===== src/rtl/watch_pkg.sv =====
// watch_pkg: shared state, app and field codes for the watch button controller
package watch_pkg;
   typedef enum logic [1:0] {RUN, EDIT_SEC, EDIT_MIN, EDIT_HOUR} state_t;
   typedef enum logic [1:0] {OWN_NONE, OWN_UP, OWN_DOWN} owner_t;
   localparam logic [2:0] APP_CLOCK     = 3'b001;
   localparam logic [2:0] APP_STOPWATCH = 3'b010;
   localparam logic [2:0] APP_ALARM     = 3'b100;
   localparam logic [1:0] FIELD_NONE = 2'd0;
   localparam logic [1:0] FIELD_SEC  = 2'd1;
   localparam logic [1:0] FIELD_MIN  = 2'd2;
   localparam logic [1:0] FIELD_HOUR = 2'd3;
   function automatic logic [2:0] field_flash(input logic [1:0] f);
      return f == FIELD_SEC ? 3'b001 : f == FIELD_MIN ? 3'b010 : f == FIELD_HOUR ? 3'b100 : 3'b000;
   endfunction
endpackage


===== src/rtl/key_repeat.sv =====
// key_repeat: up/down edge-claimed repeat engine with long-hold auto-repeat
//   clk, reset          : clock, async active-high reset
//   up, down            : debounced key levels
//   up_edge, down_edge  : rising edges of the key levels
//   abort               : drop ownership and stay silent this cycle
//   inc, dec            : one-cycle step pulses
//   hold                : auto-repeat active
module key_repeat
   import watch_pkg::*;
#(
   parameter int LONG   = 50_000_000,
   parameter int PERIOD = 5_000_000
) (
   input  logic clk,
   input  logic reset,
   input  logic up,
   input  logic down,
   input  logic up_edge,
   input  logic down_edge,
   input  logic abort,
   output logic inc,
   output logic dec,
   output logic hold
);
   localparam int CW = $clog2(LONG > PERIOD ? LONG : PERIOD);
   owner_t owner;
   logic [CW-1:0] cnt;
   logic owned, fire;
   // owned is 0 both with no owner and when the owner has just been released,
   // so a fresh edge may claim the engine in either case
   always_comb begin
      owned = owner == OWN_UP ? up : owner == OWN_DOWN ? down : 1'b0;
      fire = cnt == (hold ? CW'(PERIOD - 1) : CW'(LONG - 1));
   end
   always_ff @(posedge clk or posedge reset) begin
      if (reset) begin
         owner <= OWN_NONE;
         cnt <= '0;
         hold <= 1'b0;
         inc <= 1'b0;
         dec <= 1'b0;
      end else if (!abort && !owned && (up_edge || down_edge)) begin
         owner <= up_edge ? OWN_UP : OWN_DOWN;
         cnt <= '0;
         hold <= 1'b0;
         inc <= up_edge;
         dec <= !up_edge;
      end else if (abort || !owned) begin
         owner <= OWN_NONE;
         cnt <= '0;
         hold <= 1'b0;
         inc <= 1'b0;
         dec <= 1'b0;
      end else begin
         cnt <= fire ? '0 : cnt + CW'(1);
         hold <= hold | fire;
         inc <= fire && owner == OWN_UP;
         dec <= fire && owner == OWN_DOWN;
      end
   end
endmodule


===== src/rtl/watch_mode_ctrl.sv =====
// watch_mode_ctrl: key router choosing the active app and set-mode field
//   clk, reset                        : clock, async active-high reset
//   key_mode, key_sel, key_up, key_down : debounced key levels, 1 = pressed
//   mux_mode   : one-hot active app (clock / stopwatch / alarm)
//   edit_field : field being set (0 none, 1 secs, 2 mins, 3 hours)
//   flash_sel  : one-hot HEX-pair flash enable
//   inc_pulse, dec_pulse, hold : repeat engine outputs
//   sw_toggle, sw_clear        : stopwatch start/stop and clear pulses
module watch_mode_ctrl
   import watch_pkg::*;
#(
   parameter int LONG    = 50_000_000,
   parameter int PERIOD  = 5_000_000,
   parameter int TIMEOUT = 500_000_000
) (
   input  logic       clk,
   input  logic       reset,
   input  logic       key_mode,
   input  logic       key_sel,
   input  logic       key_up,
   input  logic       key_down,
   output logic [2:0] mux_mode,
   output logic [1:0] edit_field,
   output logic [2:0] flash_sel,
   output logic       inc_pulse,
   output logic       dec_pulse,
   output logic       hold,
   output logic       sw_toggle,
   output logic       sw_clear
);
   localparam int IW = $clog2(TIMEOUT);
   state_t state, state_next;
   logic [IW-1:0] idle;
   logic [3:0] prev;
   logic mode_e, sel_e, up_e, down_e, any_e, abort;
   assign mode_e = key_mode & ~prev[3];
   assign sel_e = key_sel & ~prev[2];
   assign up_e = key_up & ~prev[1];
   assign down_e = key_down & ~prev[0];
   assign any_e = mode_e | sel_e | up_e | down_e;
   always_ff @(posedge clk or posedge reset) begin
      if (reset) state <= RUN;
      else state <= state_next;
   end
   // key_mode beats key_sel; the timeout only fires on a cycle with no edge
   always_comb begin
      state_next = state;
      if (mode_e) state_next = RUN;
      else if (sel_e)
         state_next = state == RUN ? (mux_mode == APP_STOPWATCH ? RUN : EDIT_SEC) :
                      state == EDIT_SEC ? EDIT_MIN : state == EDIT_MIN ? EDIT_HOUR : RUN;
      else if (state != RUN && !any_e && idle == IW'(TIMEOUT - 1)) state_next = RUN;
      abort = state == RUN || state_next != state;
   end
   always_comb begin
      edit_field = state == EDIT_SEC ? FIELD_SEC : state == EDIT_MIN ? FIELD_MIN :
                   state == EDIT_HOUR ? FIELD_HOUR : FIELD_NONE;
      flash_sel = field_flash(edit_field);
   end
   always_ff @(posedge clk or posedge reset) begin
      if (reset) begin
         prev <= 4'b0;
         idle <= '0;
         mux_mode <= APP_CLOCK;
         sw_toggle <= 1'b0;
         sw_clear <= 1'b0;
      end else begin
         prev <= {key_mode, key_sel, key_up, key_down};
         idle <= (state_next == RUN || any_e) ? '0 : idle + IW'(1);
         if (mode_e && state == RUN)
            mux_mode <= mux_mode == APP_CLOCK ? APP_STOPWATCH : mux_mode == APP_STOPWATCH ? APP_ALARM : APP_CLOCK;
         sw_toggle <= state == RUN && mux_mode == APP_STOPWATCH && up_e;
         sw_clear <= state == RUN && mux_mode == APP_STOPWATCH && down_e;
      end
   end
   key_repeat #(.LONG(LONG), .PERIOD(PERIOD)) u_rep (
      .clk(clk),
      .reset(reset),
      .up(key_up),
      .down(key_down),
      .up_edge(up_e),
      .down_edge(down_e),
      .abort(abort),
      .inc(inc_pulse),
      .dec(dec_pulse),
      .hold(hold)
   );
endmodule

===== config.mk =====
export PLATFORM = sky130hd
export DESIGN_NAME = watch_mode_ctrl
export DESIGN_NICKNAME = d
export VERILOG_FILES = /design/src/rtl/watch_pkg.sv /design/src/rtl/key_repeat.sv /design/src/rtl/watch_mode_ctrl.sv
export SDC_FILE = /design/constraint.sdc
export NUM_CORES = 1
export LEC_CHECK = 0
export ABC_AREA = 1
export BUFFER_PORTS_ARGS = -buffer_cell sky130_fd_sc_hd__buf_2
export CAP_MARGIN = 20
export CORE_MARGIN = 2
export CORE_UTILIZATION = 40
export DETAILED_ROUTE_END_ITERATION = 8
export PLACE_DENSITY = 0.6
export SYNTH_ARGS = -nofsm -noshare
export SYNTH_HDL_FRONTEND = slang
export SYNTH_SLANG_ARGS = --single-unit

===== constraint.sdc =====
create_clock -name clk -period 5.1 [get_ports clk]
set_input_delay 0.51 -clock clk [delete_from_list [all_inputs] [get_ports clk]]
set_output_delay 0.51 -clock clk [all_outputs]
set_load 0.02 [all_outputs]

==> results of run 1 <==
==> power groups by stage <==
stage	combinational [uW]	clock, uW	sequential (uW)
after floorplan	147	0	636
after global placement	212	0	620
after detailed placement	222	0	622
after CTS	223	487	611
after global routing	245	512	616
final	219	475	610
==> worst paths after layout <==
check / startpoint / endpoint / slack [ps] / depth (start not counted)
worst max-delay path: u_rep.hold / u_rep.inc / 2670 / 10
worst max register to register: u_rep.hold / u_rep.inc / 2670 / 10
worst min-delay path: key_mode / prev[3] / 290 / 1
worst min register to register: prev[0] / sw_clear / 510 / 3
min in group asynchronous: reset / idle[25] / 420 / 3
max in group asynchronous: reset / u_rep.cnt[10] / 4110 / 3
==> logic make-up (layout without fill, tap and decap cells) <==
| logic type | count (synthesis) | in the layout | synth area share (%) |
|---|---|---|---|
| and+or+nand+nor | 362 | 362 | 39.0 |
| adders and majority gates | 7 | 7 | 2.01 |
| buffers and inverters | 91 | 117 | 8.69 |
| DFF | 71 | 71 | 40.7 |
| xor gates and xnor gates | 33 | 33 | 6.62 |
| AOI/OAI and AO/OA | 19 | 19 | 2.90 |
==> Yosys cell counts, types with 2 or more instances <==
cell / n
nand2_1: 120
nor2_1: 83
inv_1: 75
dfrtp_1: 70
nand3_1: 45
nor3_1: 31
nor2_2: 23
xor2_1: 19
nand4_1: 17
xnor2_1: 14
or2_2: 12
nor4_1: 10
ha_1: 7
inv_2: 7
nand2_2: 7
o21ai_0: 4
a21oi_1: 3
buf_2: 3
buf_4: 3
buf_6: 3
nand3b_1: 3
nor3b_1: 3
o211ai_1: 3
nand2_4: 2
nor2_4: 2
o21ai_1: 2
o21bai_1: 2
or3_1: 2
==> sequential cells by signal (all words and copies together) (netlist names), 2 cells and up <==
| name | count |
|---|---|
| u_rep.cnt | 26 |
| idle | 29 |
| state | 2 |
| mux_mode | 3 |
| u_rep.owner | 2 |
| prev | 4 |
==> per-layer routing <==
metal	vias up	part of all wire, %	routed length (microns)
met5	-	0	0
met4	0	1.8	179
met3	13	4.8	472
met2	86	44	4300
met1	1752	49	4780
li1	1896	-	-
==> worst register-to-register path, stage by stage, from the launching register on <==
cell     delay, ps
dfrtp_1        790
inv_2          220
nand2_1        110
nand3_1         70
nor3_1         210
nand3_1        140
nor2_2         250
inv_2          230
nor2_1         140
nand4_1        100
nand2_1        100
==> metrics by stage <==
step                cells  total power (uW)  utilization, %
detailed placement    734               844            42.6
CTS                   749              1320            44.5
global route          749              1370            44.5
finish                749              1300            44.5
floorplan             583               783               -
global placement      733               833            42.5
==> area by class of cell <==
| type | count | area, sq um |
|---|---|---|
| tap | 140 | 175 |
| clock inverter | 4 | 53.8 |
| fill | 1137 | 5960 |
| clock buffer | 11 | 151 |
| timing repair buffer | 20 | 113 |
| multi-input combinational | 421 | 2210 |
| inverter | 82 | 308 |
| sequential | 71 | 1780 |
==> metrics.yaml, run 1 <==
cts:
  cts_tree: "built"
  clock_path_buffers: 2
  hold_buffers: 0
  clk_latency_ps: 350
  cts.sinks: 71
  htreeDepth: 3
  cts_buffers: 9
  post_cts_buffers: 0
  path_clk_slew_ps: 80
  cts_root_buffer: "clkbuf_8"
  cts_resized: 0
layout:
  drive_gt1_share_pct: 15.4
  diodes: 0
  nets: 618
  layout_common_cells: "nand2_1, nor2_1, inv_1"
  layout_commonest_cell: "nand2_1"
  final_area_sq_um: 4790
  syn_to_final_growth_pct: 9.66
placed_design:
  detailed_place.area_sq_um: 4580
  place_ws_ps: 2690
  port-buffer-count: 18
  place_congestion: 0.907
  hpwl_microns: 7130
detailed_routing:
  ant_nets: 0
  drt_first_pass_iters: 5
  wirelength_microns: 9740
  drt_iter0_drc: 236
  drcViolationCount: 0
  num_vias: 3747
  via_per_inst: 5.00
  wire_per_inst_microns: 13.0
sta:
  fin_tns_setup_ps: 0
  finalHoldViolations: 0
  fin_crit_sh_pct: 47.6
  timing.final.ws_setup_ps: 2670
  fin_crit_ps: 2430
  finClkSkew_ps: 12.7
  fmax_ghz: 0.412
  max_slew_margin_pct: 40.8
  finalSetupViolCount: 0
  rsz0062_at_grt: "false"
  hold_ws_ps: 290
  slew_viol_final: 0
  worst_pin_slew_ps: 888
floorplan:
  ios: 19
  die_x_microns: 108
  die_h_microns: 108
  die-area_sq_um: 11800
  core-area_sq_um: 10700
  initial_utilization_pct: 40.6
  fp-row-count: 38
critical_path:
  cpLargestDelayFamily: "simple AND/OR/NAND/NOR gates"
  critPathMaxStageDelay_ps: 790
  cp.required_ps: 5390
  crit_path_end_kind: "register"
  cp_num_buf_inv: 2
  critPathSlowestCell: "dfrtp_1"
  crit_chain: "inv_2, nand2_1, nand3_1, nor3_1, nand3_1, nor2_2, inv_2, nor2_1, nand4_1, nand2_1"
  cp.arrival_ps: 2720
  start_kind: "register"
  critPathMaxFanout: 18
  critical_path_class: "reg2reg"
yosys:
  ys_seq_elements: 71
  ys_warn_count: 0
  syn-cell-area_sq_um: 4360
  synth_edf_count: 0
  synthCells: 583
  synthTopCellsByArea: "dfrtp_1, nand2_1, nor2_1"
  synth_cell_types: 36
  synth.largest_area_cell: "dfrtp_1"
  synth_top_area_share_pct: 40.1
  synthFlopType: "dfrtp_1"
  async_flop_share_pct: 100
  syn_nets: 596
  syn_avg_cell_area_sq_um: 7.49
  ys_seq_area_share_pct: 40.7
power:
  power_frac_seq_pct: 46.8
  switching_share_pct: 30.4
  p_leak_uw: 0.00203
  p_comb_share_pct: 16.8
  power_density_nw_per_um2: 273
  ir_drop_mv: 0.189
  p_sw_uw: 396
  p_int_uw: 909
  power_frac_clock_pct: 36.4
grt:
  grt_max_degree: 72
  groute.usage.overall_pct: 17.8
  grtUsageMet3_pct: 2.59
  busiest_layer: "met2"
  antenna_found_initial: 0
  grt_pass1_vias: 3576
  grt_pass1_wl_microns: 16700
  grt_overflow: 0
  grtUsageMet2_pct: 27.6
  met1_usage_pct: 25.3
run_status:
  status: "complete, no violations"
worst_hold_path:
  hold_class: "in2reg"
job:
  maxCapViolations: 0
Power figures use the tool's default switching activity.
==> run 2, diff against run 1 <==
PLACE_DENSITY = 0.62   (was 0.6)
clock period = 1.95 ns   (was 5.1 ns; I/O delays follow)
==> metrics.yaml, run 2 (synthesis gave the netlist of run 1 again) <==
critical_path:
  crit_top_cell: "inv_1"
  critPathMaxStageDelay_ps: 420
  critPathMaxFanout: 14
  start_kind: "register"
  cp.required_ps: 2190
  crit_chain: "inv_1, ha_1, or2_2, nand2_1, inv_1, nand2_2, inv_2, o21bai_4, clkbuf_16, nor2_1"
  crit_path_end_kind: "register"
  critPathSlowestCell: "dfrtp_1"
  rr_worst_depth: 10
  cp.arrival_ps: 2260
  cp_num_buf_inv: 4
  path_depth: 10
  critical_path_class: "reg2reg"
  cpLargestDelayFamily: "simple AND/OR/NAND/NOR gates"
power:
  power_frac_seq_pct: 44.4
  switching_share_pct: 30.8
  p_sw_uw: 1100
  power_density_nw_per_um2: 650
  p_leak_uw: 0.00234
  p_int_uw: 2470
  power_frac_clock_pct: 33.7
  p_comb_share_pct: 21.9
  ir_drop_mv: 0.573
layout:
  diodes: 0
  nets: 658
  reg.largest.list: "idle (29), u_rep.cnt (26), prev (4)"
  final_core_util_pct: 51.1
  largest_reg_flops: 29
  nFillCells: 1057
  fin_cells: 790
  syn_to_final_growth_pct: 25.8
  largest_register: "idle"
  drive_gt1_share_pct: 25.4
  layout_commonest_cell: "nand2_1"
  layout_common_cells: "nand2_1, inv_1, dfrtp_1"
cts:
  clock_path_buffers: 2
  cts_tree: "built"
  htreeDepth: 3
  cts_root_buffer: "clkbuf_8"
  cts_buffers: 9
  path_clk_slew_ps: 70
  cts.sinks: 71
  clk_latency_ps: 360
sta:
  fin_crit_sh_pct: 103
  worst_pin_slew_ps: 548
  slew_viol_final: 0
  fin_crit_ps: 2010
  max_slew_margin_pct: 63.1
  finClkSkew_ps: 9.72
  finalSetupViolCount: 55
  timing.final.ws_setup_ps: -63.5
  finalHoldViolations: 0
  fmax_ghz: 0.497
  rsz0062_at_grt: "true"
detailed_routing:
  ant_nets: 0
  num_vias: 3994
  wirelength_microns: 10700
  via_per_inst: 5.06
  drcViolationCount: 0
  drt_iter0_drc: 267
  drt_first_pass_iters: 5
  wire_per_inst_microns: 13.6
floorplan:
  core-area_sq_um: 10700
  die_h_microns: 108
  die-area_sq_um: 11800
  initial_utilization_pct: 40.6
  ios: 19
  fp-row-count: 38
  die_x_microns: 108
run_status:
  violations: "setup timing"
  status: "finished with violations"
placed_design:
  place_inst: 756
  place_ws_ps: -47.9
  port-buffer-count: 18
  place_congestion: 0.875
  hpwl_microns: 7280
grt:
  antenna_found_initial: 0
  grt_max_degree: 72
  grt_overflow: 0
  grt_pass1_vias: 3707
  grt_pass1_wl_microns: 17100
  groute.usage.overall_pct: 18.6
worst_hold_path:
  hold_class: "in2async"
job:
  maxCapViolations: 0
## run 2: power by group through the flow
| stage | Clock, uW | Sequential (uW) | Combinational, uW |
|---|---|---|---|
| global placement | 0 | 1610 | 631 |
| floorplan | 0 | 1660 | 385 |
| detailed placement | 0 | 1610 | 639 |
| CTS | 1230 | 1580 | 653 |
| finish | 1200 | 1590 | 781 |
| global route | 1300 | 1590 | 855 |
## run 2: final timing paths
kind	startpoint	end	slack, ps
max in group asynchronous	reset	mux_mode[0]	1140
setup / recovery	state[1]	idle[11]	-60
hold / removal	reset	u_rep.inc	490
hold reg to reg	prev[0]	sw_clear	500
min in group clk	prev[0]	sw_clear	500
setup reg to reg	state[1]	idle[11]	-60
## run 2: what timing repair did
action,CTS,global route
gates resized for setup,4,65
setup buffers,0,8
hold buffers,5,0
endpoints found under the hold margin,74,0
setup endpoints to repair,57,60
gates cloned,0,5
pin swaps,0,17
## run 2: metal layers
metal / global-route usage [%] / vias up / part of all wire [%]
met5: 0 / - / 0
met4: 8.61 / 0 / 2.5
met3: 3.07 / 26 / 5.3
met2: 28.8 / 128 / 46
met1: 25.5 / 1867 / 46
li1: - / 1973 / -
## run 2: worst register-to-register path, cell delays in order, from the launching register on
cell	delay [ps]
dfrtp_1	420
inv_1	110
ha_1	320
or2_2	300
nand2_1	60
inv_1	40
nand2_2	80
inv_2	60
o21bai_4	240
clkbuf_16	230
nor2_1	50
## run 2: final cells by class
class | instances | area [sq um] | area share, %
clock inverters | 5 | 57.6 | 1.05
inverters | 82 | 314 | 5.72
multi-input cells | 421 | 2470 | 45.0
repair buffers | 60 | 556 | 10.1
well taps | 140 | 175 | 3.19
clock buffers | 11 | 141 | 2.57
flip-flops and latches | 71 | 1780 | 32.4
## run 2: metrics by stage
step / hold WS (ps) / setup TNS (ps) / power [uW] / cell area [sq um]
after detailed placement: 335 / -1240 / 2250 / 4790
after floorplan: 226 / 0 / 2050 / 4370
final: 488 / -1740 / 3570 / 5490
after global routing: 518 / -8130 / 3750 / 5490
after global placement: 327 / 0 / 2240 / 4790
after CTS: 486 / 0 / 3470 / 5060
==> run 3, diff against run 2 <==
SKIP_CTS_REPAIR_TIMING = 1   (was default)
==> metrics.yaml, run 3 (synthesis gave the netlist of run 1 again) <==
grt:
  groute.usage.overall_pct: 18.5
  grt_pass1_wl_microns: 17000
  grt_overflow: 0
  grt_pass1_vias: 3670
  grt_max_degree: 72
  antenna_found_initial: 0
floorplan:
  die_x_microns: 108
  core-area_sq_um: 10700
  die-area_sq_um: 11800
  initial_utilization_pct: 40.6
  ios: 19
  die_h_microns: 108
  fp-row-count: 38
cts:
  cts_root_buffer: "clkbuf_8"
  cts_tree: "built"
  cts.sinks: 71
  clk_latency_ps: 360
  cts_buffers: 9
  htreeDepth: 3
  path_clk_slew_ps: 80
  clock_path_buffers: 2
sta:
  worst_pin_slew_ps: 528
  hold_ws_ps: 109
  max_slew_margin_pct: 64.5
  fin_crit_ps: 2020
  finalHoldViolations: 0
  timing.final.ws_setup_ps: -73.0
  slew_viol_final: 0
  fmax_ghz: 0.494
  rsz0062_at_grt: "true"
  finClkSkew_ps: 8.99
  finalSetupViolCount: 27
  fin_crit_sh_pct: 104
placed_design:
  place_congestion: 0.875
  place_inst: 756
  port-buffer-count: 18
  place_ws_ps: -47.9
  hpwl_microns: 7280
detailed_routing:
  via_per_inst: 5.01
  num_vias: 3971
  wire_per_inst_microns: 13.4
  wirelength_microns: 10600
  drt_first_pass_iters: 5
  ant_nets: 0
  drcViolationCount: 0
  drt_iter0_drc: 316
layout:
  reg.largest.list: "idle (29), u_rep.cnt (26), prev (4)"
  syn_to_final_growth_pct: 24.2
  fin_cells: 792
  layout_common_cells: "nand2_1, nor2_1, inv_1"
  nets: 660
  largest_register: "idle"
  drive_gt1_share_pct: 23.8
  layout_commonest_cell: "nand2_1"
  diodes: 0
  largest_reg_flops: 29
power:
  power_density_nw_per_um2: 644
  ir_drop_mv: 0.585
  p_leak_uw: 0.00232
critical_path:
  reg2reg_to: "u_rep.cnt[5]"
  crit_path_end_kind: "register"
  critical_path_class: "reg2reg"
  start_kind: "register"
  critPathMaxFanout: 8
  cp-endpoint: "u_rep.cnt[5]"
  crit_start: "idle[1]"
  cp.required_ps: 2250
  r2r_setup_slack_ps: -70
  cp.arrival_ps: 2320
  rr_worst_depth: 14
  r2r-start: "idle[1]"
run_status:
  status: "finished with violations"
  violations: "setup timing"
job:
  maxCapViolations: 0
worst_hold_path:
  hold_class: "in2reg"
run 3: area by class of cell:
cell class	instances	area [sq um]
fill	1057	5330
multi-input combinational	421	2400
sequential	71	1780
timing repair buffer	61	541
inverter	82	317
tap	140	175
clock buffer	11	141
clock inverter	5	57.6
timing repair inverter	1	5.00
run 3: where the power goes:
part | switching, uW | internal, uW
logic | 436 | 264
registers | 44.3 | 1540
clock network | 577 | 626
total | 1060 | 2430
run 3: how the worst min path moves through the flow:
stage          depth (start not counted)  slack, ps        end     start
2_1_floorplan                          0        230    prev[0]  key_down
3_3_place_gp                           3        330  u_rep.inc     reset
3_5_place_dp                           3        340  u_rep.inc     reset
4_1_cts                                3        -60    prev[1]     reset
5_1_grt                                3        110   sw_clear  key_down
6_report                               3        110   sw_clear  key_down
run 3: critical path, cell delays in order (launching register included):
cell	delay, ps
dfrtp_1	370
ha_2	190
nand2_2	70
nor2_4	170
nand2_4	90
nor2_4	110
nand3_2	110
nand2_2	90
nand2_2	50
nand2_2	80
nand2_2	60
nand2_4	90
nand3_4	170
clkbuf_16	230
nor2_2	70
run 3: per-layer routing:
metal,up-vias,share of wire [%],track usage (%)
met5,-,0,0
met4,0,2.4,8.61
met3,23,6.0,3.07
met2,130,46,28.3
met1,1833,46,25.4
li1,1985,-,-
run 3: metrics by stage:
step                utilization [%]  power [uW]  TNS, ps  instance area, sq um
floorplan                         -        2050        0                  4370
finish                         50.4        3490    -1370                  5420
detailed placement             44.6        2250    -1240                  4790
global route                   50.4        3670    -8130                  5420
CTS                            46.4        3460    -2370                  4990
global placement               44.6        2240        0                  4790
